===== src/rtl/mic_sampler_pkg.sv =====
// rtl/mic_sampler_pkg.sv - states, register map and status helper; BUTTON_POLL_EN adds the button states
package mic_sampler_pkg;

  typedef enum logic [3:0] {
    IDLE,
    SET_HI,
    WAIT_HI,
    RD_REQ,
    RD_CAP,
    SET_LO,
    WAIT_LO,
    PUSH,
    STAT_WR
`ifdef BUTTON_POLL_EN
    ,
    BTN_RD,
    BTN_CAP
`endif
  } state_e;

  localparam logic [2:0] ADDR_A0     = 3'd0;
  localparam logic [2:0] ADDR_STATUS = 3'd1;
  localparam logic [2:0] ADDR_D0     = 3'd2;
  localparam logic [2:0] ADDR_BTN    = 3'd3;

  // Status GPIO word: FIFO level in the low nibble, saturated at 15
  function automatic logic [31:0] status_word(input logic [4:0] count);
    return {28'b0, (count > 5'd15) ? 4'hF : count[3:0]};
  endfunction

endpackage


===== src/rtl/mic_sampler_master_if.sv =====
// rtl/mic_sampler_master_if.sv - Avalon-MM master bus toward the microphone/button peripheral
interface mic_sampler_master_if;
  logic [2:0]  avm_m0_address;
  logic        avm_m0_write;
  logic        avm_m0_read;
  logic [31:0] avm_m0_writedata;
  logic [31:0] avm_m0_readdata;

  modport master (
    output avm_m0_address,
    output avm_m0_write,
    output avm_m0_read,
    output avm_m0_writedata,
    input  avm_m0_readdata
  );

  modport slave (
    input  avm_m0_address,
    input  avm_m0_write,
    input  avm_m0_read,
    input  avm_m0_writedata,
    output avm_m0_readdata
  );
endinterface


===== src/rtl/mic_sampler_master_sample_fifo.sv =====
// rtl/mic_sampler_master_sample_fifo.sv - first-word-fall-through sample FIFO with level output
module sample_fifo #(
  parameter int WIDTH = 16,
  parameter int DEPTH = 8
) (
  input  logic                     clk,
  input  logic                     rst,
  input  logic [WIDTH-1:0]         s_tdata_i,
  input  logic                     s_tvalid_i,
  output logic                     s_tready_o,
  output logic [WIDTH-1:0]         m_tdata_o,
  output logic                     m_tvalid_o,
  input  logic                     m_tready_i,
  output logic [$clog2(DEPTH):0]   count_o
);
  localparam int AW = $clog2(DEPTH);
  localparam int CW = AW + 1;

  logic [WIDTH-1:0] mem_q [DEPTH];
  logic [AW-1:0]    rd_q;
  logic [AW-1:0]    wr_q;
  logic [CW-1:0]    count_q;
  logic             push;
  logic             pop;

  assign m_tvalid_o = (count_q != '0);
  assign m_tdata_o  = m_tvalid_o ? mem_q[rd_q] : '0;
  // A full FIFO still accepts when the head leaves in the same cycle
  assign s_tready_o = (count_q != CW'(DEPTH)) || m_tready_i;
  assign pop        = m_tvalid_o && m_tready_i;
  assign push       = s_tvalid_i && s_tready_o;
  assign count_o    = count_q;

  // Storage is not reset; the head is masked while empty
  always_ff @(posedge clk) begin
    if (push) mem_q[wr_q] <= s_tdata_i;
  end

  // Pointers wrap naturally because DEPTH is a power of two
  always_ff @(posedge clk) begin
    if (rst) begin
      rd_q    <= '0;
      wr_q    <= '0;
      count_q <= '0;
    end else begin
      if (push) wr_q <= wr_q + AW'(1);
      if (pop)  rd_q <= rd_q + AW'(1);
      if (push && !pop)      count_q <= count_q + CW'(1);
      else if (!push && pop) count_q <= count_q - CW'(1);
    end
  end
endmodule


===== src/rtl/mic_sampler_master.sv =====
// rtl/mic_sampler_master.sv - bit-banged microphone sampler master; BUTTON_POLL_EN enables button polling
module mic_sampler_master
  import mic_sampler_pkg::*;
#(
  parameter int SAMPLE_BITS = 16,
  parameter int HALF_PERIOD = 8,
  parameter int FIFO_DEPTH  = 8
) (
  input  logic                   clk,
  input  logic                   rst,
  input  logic                   enable,
  mic_sampler_master_if.master   avm,
  output logic [SAMPLE_BITS-1:0] sample_data,
  output logic                   sample_valid,
  input  logic                   sample_ready,
  output logic                   overflow,
  input  logic                   clear_ovf,
  output logic [1:0]             buttons,
  output logic                   btn_change
);
  localparam int BW = $clog2(SAMPLE_BITS);
  localparam int WW = (HALF_PERIOD > 1) ? $clog2(HALF_PERIOD) : 1;
  localparam int CW = $clog2(FIFO_DEPTH) + 1;

  state_e                 state_q;
  logic                   write_q;
  logic                   read_q;
  logic [2:0]             address_q;
  logic [31:0]            writedata_q;
  logic [SAMPLE_BITS-1:0] shift_q;
  logic [BW-1:0]          bitcnt_q;
  logic [WW-1:0]          wait_q;
  logic                   ovf_q;

  logic                   push_valid;
  logic                   fifo_ready;
  logic [CW-1:0]          fifo_count;
  logic                   push_acc;
  logic                   pop;
  logic                   drop;
  logic [CW-1:0]          cnt_d;
  logic                   unused_readdata;

  assign avm.avm_m0_address   = address_q;
  assign avm.avm_m0_write     = write_q;
  assign avm.avm_m0_read      = read_q;
  assign avm.avm_m0_writedata = writedata_q;
  assign unused_readdata      = ^avm.avm_m0_readdata[31:1];

  assign push_valid = (state_q == PUSH);
  assign push_acc   = push_valid && fifo_ready;
  assign drop       = push_valid && !fifo_ready;
  assign pop        = sample_valid && sample_ready;
  assign overflow   = ovf_q;

  // FIFO level as it will stand after this cycle's push/pop, for the status write
  always_comb begin
    cnt_d = fifo_count;
    if (push_acc && !pop)      cnt_d = fifo_count + CW'(1);
    else if (!push_acc && pop) cnt_d = fifo_count - CW'(1);
  end

  // Bus sequencer: strobes are registered alongside the state they belong to
  always_ff @(posedge clk) begin
    if (rst) begin
      state_q     <= IDLE;
      write_q     <= 1'b0;
      read_q      <= 1'b0;
      address_q   <= '0;
      writedata_q <= '0;
      shift_q     <= '0;
      bitcnt_q    <= '0;
      wait_q      <= '0;
    end else begin
      write_q     <= 1'b0;
      read_q      <= 1'b0;
      address_q   <= ADDR_A0;
      writedata_q <= '0;
      case (state_q)
        IDLE: if (enable) begin
          state_q     <= SET_HI;
          bitcnt_q    <= BW'(SAMPLE_BITS - 1);
          write_q     <= 1'b1;
          writedata_q <= 32'd1;
        end
        SET_HI: begin
          state_q <= WAIT_HI;
          wait_q  <= WW'(HALF_PERIOD - 1);
        end
        WAIT_HI: if (wait_q == '0) begin
          state_q   <= RD_REQ;
          read_q    <= 1'b1;
          address_q <= ADDR_D0;
        end else begin
          wait_q <= wait_q - WW'(1);
        end
        RD_REQ: state_q <= RD_CAP;
        RD_CAP: begin
          shift_q[bitcnt_q] <= avm.avm_m0_readdata[0];
          state_q           <= SET_LO;
          write_q           <= 1'b1;
        end
        SET_LO: begin
          state_q <= WAIT_LO;
          wait_q  <= WW'(HALF_PERIOD - 1);
        end
        WAIT_LO: if (wait_q == '0) begin
          if (bitcnt_q != '0) begin
            bitcnt_q    <= bitcnt_q - BW'(1);
            state_q     <= SET_HI;
            write_q     <= 1'b1;
            writedata_q <= 32'd1;
          end else begin
            state_q <= PUSH;
          end
        end else begin
          wait_q <= wait_q - WW'(1);
        end
        PUSH: begin
          state_q     <= STAT_WR;
          write_q     <= 1'b1;
          address_q   <= ADDR_STATUS;
          writedata_q <= status_word(5'(cnt_d));
        end
        STAT_WR: begin
`ifdef BUTTON_POLL_EN
          state_q   <= BTN_RD;
          read_q    <= 1'b1;
          address_q <= ADDR_BTN;
`else
          state_q   <= IDLE;
`endif
        end
`ifdef BUTTON_POLL_EN
        BTN_RD:  state_q <= BTN_CAP;
        BTN_CAP: state_q <= IDLE;
`endif
        default: state_q <= IDLE;
      endcase
    end
  end

  // Sticky overflow: a drop in the same cycle as clear_ovf leaves it set
  always_ff @(posedge clk) begin
    if (rst)            ovf_q <= 1'b0;
    else if (drop)      ovf_q <= 1'b1;
    else if (clear_ovf) ovf_q <= 1'b0;
  end

`ifdef BUTTON_POLL_EN
  logic [1:0] buttons_q;
  logic       btn_change_q;

  // Latch the polled buttons and pulse btn_change for one cycle on a new value
  always_ff @(posedge clk) begin
    if (rst) begin
      buttons_q    <= '0;
      btn_change_q <= 1'b0;
    end else begin
      btn_change_q <= 1'b0;
      if (state_q == BTN_CAP) begin
        buttons_q    <= avm.avm_m0_readdata[1:0];
        btn_change_q <= (avm.avm_m0_readdata[1:0] != buttons_q);
      end
    end
  end

  assign buttons    = buttons_q;
  assign btn_change = btn_change_q;
`else
  assign buttons    = 2'b00;
  assign btn_change = 1'b0;
`endif

  sample_fifo #(
    .WIDTH (SAMPLE_BITS),
    .DEPTH (FIFO_DEPTH)
  ) u_fifo (
    .clk        (clk),
    .rst        (rst),
    .s_tdata_i  (shift_q),
    .s_tvalid_i (push_valid),
    .s_tready_o (fifo_ready),
    .m_tdata_o  (sample_data),
    .m_tvalid_o (sample_valid),
    .m_tready_i (sample_ready),
    .count_o    (fifo_count)
  );
endmodule


===== src/flat_wrapper.sv =====
// flat-port wrapper written by rule: the top's interface ports become plain ports
module mic_sampler_master_flat import mic_sampler_pkg::*;
#(
  parameter int SAMPLE_BITS = 16,
  parameter int HALF_PERIOD = 8,
  parameter int FIFO_DEPTH  = 8
)
  (clk, rst, enable, sample_data, sample_valid, sample_ready, overflow, clear_ovf, buttons, btn_change, avm_avm_m0_address, avm_avm_m0_write, avm_avm_m0_read, avm_avm_m0_writedata, avm_avm_m0_readdata);
  mic_sampler_master_if avm_i ();
  input  logic clk;
  input  logic rst;
  input  logic enable;
  output logic [SAMPLE_BITS-1:0] sample_data;
  output logic sample_valid;
  input  logic sample_ready;
  output logic overflow;
  input  logic clear_ovf;
  output logic [1:0] buttons;
  output logic btn_change;
  output wire logic [$bits(avm_i.avm_m0_address)-1:0] avm_avm_m0_address;
  output wire logic [$bits(avm_i.avm_m0_write)-1:0] avm_avm_m0_write;
  output wire logic [$bits(avm_i.avm_m0_read)-1:0] avm_avm_m0_read;
  output wire logic [$bits(avm_i.avm_m0_writedata)-1:0] avm_avm_m0_writedata;
  input wire logic [$bits(avm_i.avm_m0_readdata)-1:0] avm_avm_m0_readdata;
  assign avm_avm_m0_address = avm_i.avm_m0_address;
  assign avm_avm_m0_write = avm_i.avm_m0_write;
  assign avm_avm_m0_read = avm_i.avm_m0_read;
  assign avm_avm_m0_writedata = avm_i.avm_m0_writedata;
  assign avm_i.avm_m0_readdata = avm_avm_m0_readdata;
  mic_sampler_master #(.SAMPLE_BITS(SAMPLE_BITS), .HALF_PERIOD(HALF_PERIOD), .FIFO_DEPTH(FIFO_DEPTH)) u_core (.clk(clk), .rst(rst), .enable(enable), .avm(avm_i), .sample_data(sample_data), .sample_valid(sample_valid), .sample_ready(sample_ready), .overflow(overflow), .clear_ovf(clear_ovf), .buttons(buttons), .btn_change(btn_change));
endmodule

===== config.mk =====
export PLATFORM = sky130hd
export DESIGN_NAME = mic_sampler_master_flat
export DESIGN_NICKNAME = d
export VERILOG_FILES = /design/src/rtl/mic_sampler_pkg.sv /design/src/rtl/mic_sampler_master_if.sv /design/src/rtl/mic_sampler_master_sample_fifo.sv /design/src/rtl/mic_sampler_master.sv /design/src/flat_wrapper.sv
export SDC_FILE = /design/constraint.sdc
export NUM_CORES = 1
export LEC_CHECK = 0
export CAP_MARGIN = 10
export CORE_MARGIN = 1.5
export CORE_UTILIZATION = 55
export DETAILED_ROUTE_END_ITERATION = 7
export PLACE_DENSITY = 0.9
export SYNTH_ARGS = -nofsm -noshare
export SYNTH_HDL_FRONTEND = slang
export SYNTH_SLANG_ARGS = --single-unit

===== constraint.sdc =====
create_clock -name clk -period 3.8 [get_ports clk]
set_input_delay 0.76 -clock clk [delete_from_list [all_inputs] [get_ports clk]]
set_output_delay 0.76 -clock clk [all_outputs]
set_load 0.005 [all_outputs]

* Yosys cells after proc, flatten, opt, wreduce, memory -nomap -nowiden *
Memory sizes are Yosys's and may differ from the RTL's. A register that Yosys moved wholly into a read port is not among the register bits.
Cells that the tools add are included.

word-level totals
  memory bits (writable) = 128
  bits in latches = 0
  input bits = 37
  flip-flop bits (word level) = 75
  logic and storage cells = 93
  memories kept = 1
  output and inout bits = 58
  bits in read-only memories = 0

operators by class
  reductions and logical operators = 24
  bitwise operators = 1
  div/mod/pow operators = 0
  $add $sub $neg = 6
  $mul = 0
  $lt $le $gt $ge = 2
  muxes and demuxes = 34
  shifts and indexed selects = 0
  eq/ne operators = 13

memory list
  name                 depth  width  read ports  clocked after Yosys merged registers in  wr ports  line                                  source
  u_core.u_fifo.mem_q  8      16     1           1                                        1         mic_sampler_master_sample_fifo.sv:19  logic [WIDTH-1:0] mem_q [DEPTH];

operators by type and width
  kind                                                                      count
  32-bit one-hot mux with 3 select lines                                    1
  32-bit 2-to-1 mux                                                         1
  4-bit 2-to-1 mux                                                          8
  4-bit one-hot mux with 8 select lines                                     1
  16-bit bitwise mux                                                        1
  4-bit by 3-bit == test with 1-bit output (second input constant)          4
  16-bit 2-to-1 mux                                                         1
  3-bit 2-to-1 mux                                                          4
  3-bit one-hot mux with 2 select lines                                     2
  1-bit 2-to-1 mux                                                          11
  4-bit by 2-bit == test with 1-bit output (second input constant)          2
  4-bit one-hot mux with 2 select lines                                     1
  4-bit nonzero test                                                        2
  2-bit OR reduction                                                        4
  4-bit by 1-bit subtractor with 4-bit output (second input constant)       2
  3-bit by 1-bit adder with 3-bit output (second input constant)            2
  1-bit logical AND                                                         6
  2-bit by 1-bit inequality test with 1-bit output (second input constant)  3
  2-bit nonzero test                                                        3
  4-bit by 5-bit < comparator with 1-bit output (second input constant)     1
  4-bit by 1-bit adder with 4-bit output (second input constant)            1
  1-bit demux with 4-bit select                                             1
  4-bit by 1-bit == test with 1-bit output (second input constant)          1
  4-bit by 1-bit >= comparator with 1-bit output (second input constant)    1
  other kinds (13)                                                          16

* Depth between registers and ports, before layout *
  word-level depth = 8
  gate-level depth with buffers = 8
  mapped depth without buffers = 7

* Hierarchy *
Synthesis repeated with hierarchy kept, for this count alone.

unflattened totals
  cell total of the unflattened synthesis = 509
  area total of the unflattened synthesis = 7584.8 um2

by module, submodules not included
  module              sequential area each (um2)  cells an instance  area an instance (um2)  times used
  sample_fifo         4103.9                      276                5556.6                  1
  mic_sampler_master  720.7                       233                2028.2                  1

* Worst setup path after synthesis *
No wires, ideal clock.

  path type = input port to flip-flop
  start = input port sample_ready
  end = memory u_core.u_fifo.mem_q[0][0] (enable)
  path buffers = 0
  arrival time = 2.766 ns
  stages = 3
  setup slack = 0.604 ns
  data required time = 3.370 ns
  library setup time = 0.430 ns
  cell sequence = and4bb_2 -> nand2b_1 -> nor4_1

on the way
  cells in the longest elaborated chain, start to end = 4

RTL lines
  what                                    line                                  source
  start: declaration                      flat_wrapper.sv:15                    input logic sample_ready;
  1-bit logical OR                        mic_sampler_master_sample_fifo.sv:29  assign s_tready_o = (count_q != CW'(DEPTH)) || m_tready_i;
  1-bit logical AND                       mic_sampler_master_sample_fifo.sv:31  assign push = s_tvalid_i && s_tready_o;
  1-bit 2-to-1 mux                        mic_sampler_master_sample_fifo.sv:36  if (push) mem_q[wr_q] <= s_tdata_i;
  1-bit 2-to-1 mux (implied by the code)  mic_sampler_master_sample_fifo.sv:36
  end: declaration                        mic_sampler_master_sample_fifo.sv:19

No other way between the ends.

==> flow_metrics.env <==
export IMPL_routabilityCongestion=0.840
export IMPL_dieArea_sq_um=14300
export IMPL_drt_first_iter_violations=415
export IMPL_ys_seq_area_frac=0.644
export IMPL_layout_drive_gt1_share=0.162
export IMPL_number_of_cells_on_the_worst_hold_path=2
export IMPL_timing_max_cap_violations=0
export IMPL_dr_pass1_iters=5
export IMPL_worstReg2RegStart="u_core.state_q[1]"
export IMPL_timing_critical_path_arrival_ns=2.60
export IMPL_relSlewSlack=0.320
export IMPL_antenna_violations_before_repair=0
export IMPL_detail_route_wl_per_cell_um=19.0
export IMPL_placement_rows=42
export IMPL_outcome="finished clean"
export IMPL_synth_largest_area_cell="sky130_fd_sc_hd__edfxtp_1"
export IMPL_synthDistinctLibCells=50
export IMPL_reg2reg_to="u_core.u_fifo.mem_q[4][14]"
export IMPL_synth_top_area_share=0.513
export IMPL_async_reset_ff_frac=0
export IMPL_power_density_relative_to_cell_area_nw_per_um2=584
export IMPL_min_to="u_core.u_fifo.rd_q[2]"
export IMPL_design_core_area_sq_um=13300
export IMPL_route_detailed_vias_per_inst=5.69
export IMPL_path_clk_slew_ns=0.06
export IMPL_maximum_number_of_pins_on_one_net_before_global_route_repair=33
export IMPL_ant_nets=0
export IMPL_drt_total_wl_mm=13.9
export IMPL_cts_post_setup_buffers_inserted=0
export IMPL_ys_dominant_reg_cell="sky130_fd_sc_hd__edfxtp_1"
export IMPL_dp_hpwl_mm=8.16
export IMPL_worst_setup_path_type="reg -> out"
export IMPL_timing_fmax_ghz=0.297
export IMPL_cp_required_ns=3.04
export IMPL_finalSetupViolations=0
export IMPL_ctsRootBufferMaster="sky130_fd_sc_hd__clkbuf_16"
export IMPL_tritoncts="yes"
export IMPL_timing_hold_worst_start="u_core.u_fifo.rd_q[2]"
export IMPL_critical_path_max_fanout=21
export IMPL_final_setup_skew_ns=0.00719
export IMPL_drc=0
export IMPL_drv_slew=0
export IMPL_die_height_um=120
export IMPL_hold_path_class="reg -> reg"
export IMPL_cts_htree_levels=4
export IMPL_finalCoreUtilization=0.636
export IMPL_nets=590
export IMPL_worstRegToRegCells=5
export IMPL_setup_worst_path_start_class="register"
export IMPL_setup_total_negative_slack_ns=0
export IMPL_groute_usage_overall=0.209
export IMPL_effective_utilization_at_floorplan=0.564
export IMPL_final_min_period_over_clock_period=0.885
export IMPL_grt_pass1_wl_mm=22.4
export IMPL_vias=4156
export IMPL_ctsLongestPathBuffers=2
export IMPL_post_cts_resized_instances=0
export IMPL_worst_slew_pin_transition_ns=1.02
export IMPL_report_final_hold_viol_count=0
export IMPL_count_of_mapped_cells_out_of_synthesis=509
export IMPL_end_kind="output pin"
export IMPL_first_global_vias=4227
export IMPL_cts_sinks=177
export IMPL_synthesis_area_sq_um=7500
export IMPL_post_synth_cell_area_avg_sq_um=14.7
export IMPL_leakagePower_uw=0.00303
export IMPL_total_cts_buffers=17
export IMPL_postSynthRegisterBits=177
export IMPL_vdd_ir_drop_max_mv=0.410
export IMPL_pin_count=95
export IMPL_area_growth_pct=12.9
export IMPL_post_cts_hold_fix_bufs=0
export IMPL_min_period_ns=3.36
export IMPL_buffer_ports_inserted=31
export IMPL_chipWidth_um=120
export IMPL_reg2reg_slack_ns=1.21
export IMPL_worst_skew_pair_late_latency_ns=0.43
export IMPL_synth_edf_count=128
export IMPL_rsz0062_at_grt="no"
export IMPL_overflow_left_after_global_routing=0
export IMPL_number_of_warning_messages_in_the_yosys_log=0
export IMPL_num_antenna_cells=0
export IMPL_fillCellCount=933
export IMPL_ys_top_cells_by_area="sky130_fd_sc_hd__edfxtp_1 51%, sky130_fd_sc_hd__dfxtp_1 13%, sky130_fd_sc_hd__mux4_2 9.6%"
-- routing by layer --
layer,share of wire,up-vias,global-route usage
li1,-,1913,-
met2,0.52,131,0.359
met5,0,-,0
met3,0.047,28,0.0385
met1,0.41,2084,0.259
met4,0.026,0,0.0975
-- cell families (layout without fill, tap and decap cells) --
logic type,Yosys count,in the layout,share of synthesized area
flops,177,177,0.644
simple gates,139,139,0.0958
buf+inv,71,85,0.0562
mux,69,69,0.146
compound gates,34,34,0.0302
fa+ha+maj,13,13,0.0215
xor+xnor,5,5,0.00584
other cells,1,32,0.000500
-- how the worst max path moves through the flow --
stage,to,depth (start not counted),from,slack [ns]
after floorplan,u_core.u_fifo.mem_q[0][0],3,sample_ready,0.60
after global placement,sample_data[8],5,register,0.91
after detailed placement,sample_data[8],5,register,0.83
after CTS,sample_data[8],5,register,0.35
after global routing,sample_data[8],5,register,0.24
final,sample_data[8],5,register,0.44
-- final cells by class --
cell class | instances | area (sq um) | area share
Clock buffer | 17 | 425 | 0.0503
Timing Repair Buffer | 44 | 420 | 0.0497
Multi-Input combinational cell | 292 | 2390 | 0.283
Inverter | 9 | 33.8 | 0.00399
Clock inverter | 15 | 143 | 0.0169
Sequential cell | 177 | 4830 | 0.570
Tap cell | 176 | 220 | 0.0260
-- per-stage QoR --
stage | power, uW | area [sq um] | hold slack [ns] | cells | setup WS, ns
final | 4940 | 8460 | 0.529 | 730 | 0.438
after CTS | 4970 | 8460 | 0.523 | 730 | 0.351
after floorplan | 2890 | 7610 | 0.454 | 540 | 0.604
after global routing | 5150 | 8460 | 0.555 | 730 | 0.240
after detailed placement | 3310 | 7890 | 0.512 | 698 | 0.832
after global placement | 3270 | 7890 | 0.467 | 698 | 0.914
-- cells in the mapped netlist (2+ instances only) --
cell,instances
sky130_fd_sc_hd__edfxtp_1,128
sky130_fd_sc_hd__nor2_1,59
sky130_fd_sc_hd__dfxtp_1,49
sky130_fd_sc_hd__buf_4,35
sky130_fd_sc_hd__mux2i_1,35
sky130_fd_sc_hd__mux4_2,32
sky130_fd_sc_hd__nand3_1,16
sky130_fd_sc_hd__nor3_1,15
sky130_fd_sc_hd__buf_2,13
sky130_fd_sc_hd__ha_1,12
sky130_fd_sc_hd__clkbuf_1,11
sky130_fd_sc_hd__nand2_1,10
sky130_fd_sc_hd__a21oi_1,9
sky130_fd_sc_hd__inv_1,8
sky130_fd_sc_hd__nor2b_1,7
sky130_fd_sc_hd__o21ai_0,7
sky130_fd_sc_hd__a211oi_1,6
sky130_fd_sc_hd__and3_1,6
sky130_fd_sc_hd__nand2b_1,5
sky130_fd_sc_hd__nand4_1,5
sky130_fd_sc_hd__nor4_1,3
sky130_fd_sc_hd__xor2_1,3
sky130_fd_sc_hd__and4b_1,2
sky130_fd_sc_hd__and4bb_2,2
sky130_fd_sc_hd__buf_1,2
sky130_fd_sc_hd__nand4b_1,2
sky130_fd_sc_hd__nor3b_1,2
sky130_fd_sc_hd__o21a_1,2
sky130_fd_sc_hd__xnor2_1,2
-- state kept, by name (all words and copies together), names as in the netlist, named ones only --
| name | cells |
|---|---|
| u_core.avm.avm_m0_address | 2 |
| u_core.avm.avm_m0_read | 1 |
| u_core.avm.avm_m0_write | 1 |
| u_core.avm.avm_m0_writedata | 4 |
| u_core.bitcnt_q | 4 |
| u_core.overflow | 1 |
| u_core.shift_q | 16 |
| u_core.state_q | 4 |
| u_core.u_fifo.count_o | 4 |
| u_core.u_fifo.mem_q | 128 |
| u_core.u_fifo.rd_q | 3 |
| u_core.u_fifo.wr_q | 3 |
| u_core.wait_q | 3 |
-- worst max-delay path, cell delays in order (launching register included) --
cell and delay [ns]:
sky130_fd_sc_hd__dfxtp_2 0.64, sky130_fd_sc_hd__buf_12 0.27, sky130_fd_sc_hd__mux4_2 0.53, sky130_fd_sc_hd__mux2i_1 0.20, sky130_fd_sc_hd__nor2_1 0.07, sky130_fd_sc_hd__clkdlybuf4s50_1 0.44
-- cells in the final DEF (no fill, tap or decap), drive strengths merged, types with 2 or more instances in the layout --
master / n
and3: 6
nand2: 10
clkbuf: 17
nand4b: 2
nor3: 15
dfxtp: 49
xor2: 3
clkinvlp: 3
ha: 12
and4bb: 2
and4b: 2
a21oi: 9
conb: 32
xnor2: 2
nor2: 59
inv: 11
bufinv: 2
nand4: 5
a211oi: 6
mux2: 2
nor3b: 3
buf: 13
nor4: 3
edfxtp: 128
nand2b: 5
clkdlybuf4s50: 31
mux4: 32
nor2b: 7
o21a: 2
nand3: 16
mux2i: 35
o21ai: 8
clkinv: 8
-- report_power, final --
part           internal (uW)  total (uW)  switching [uW]
sequential              2090        2180            87.1
combinational            589        1090             502
clock                    960        1670             714
Note: power is estimated with default switching activity, not from simulation.
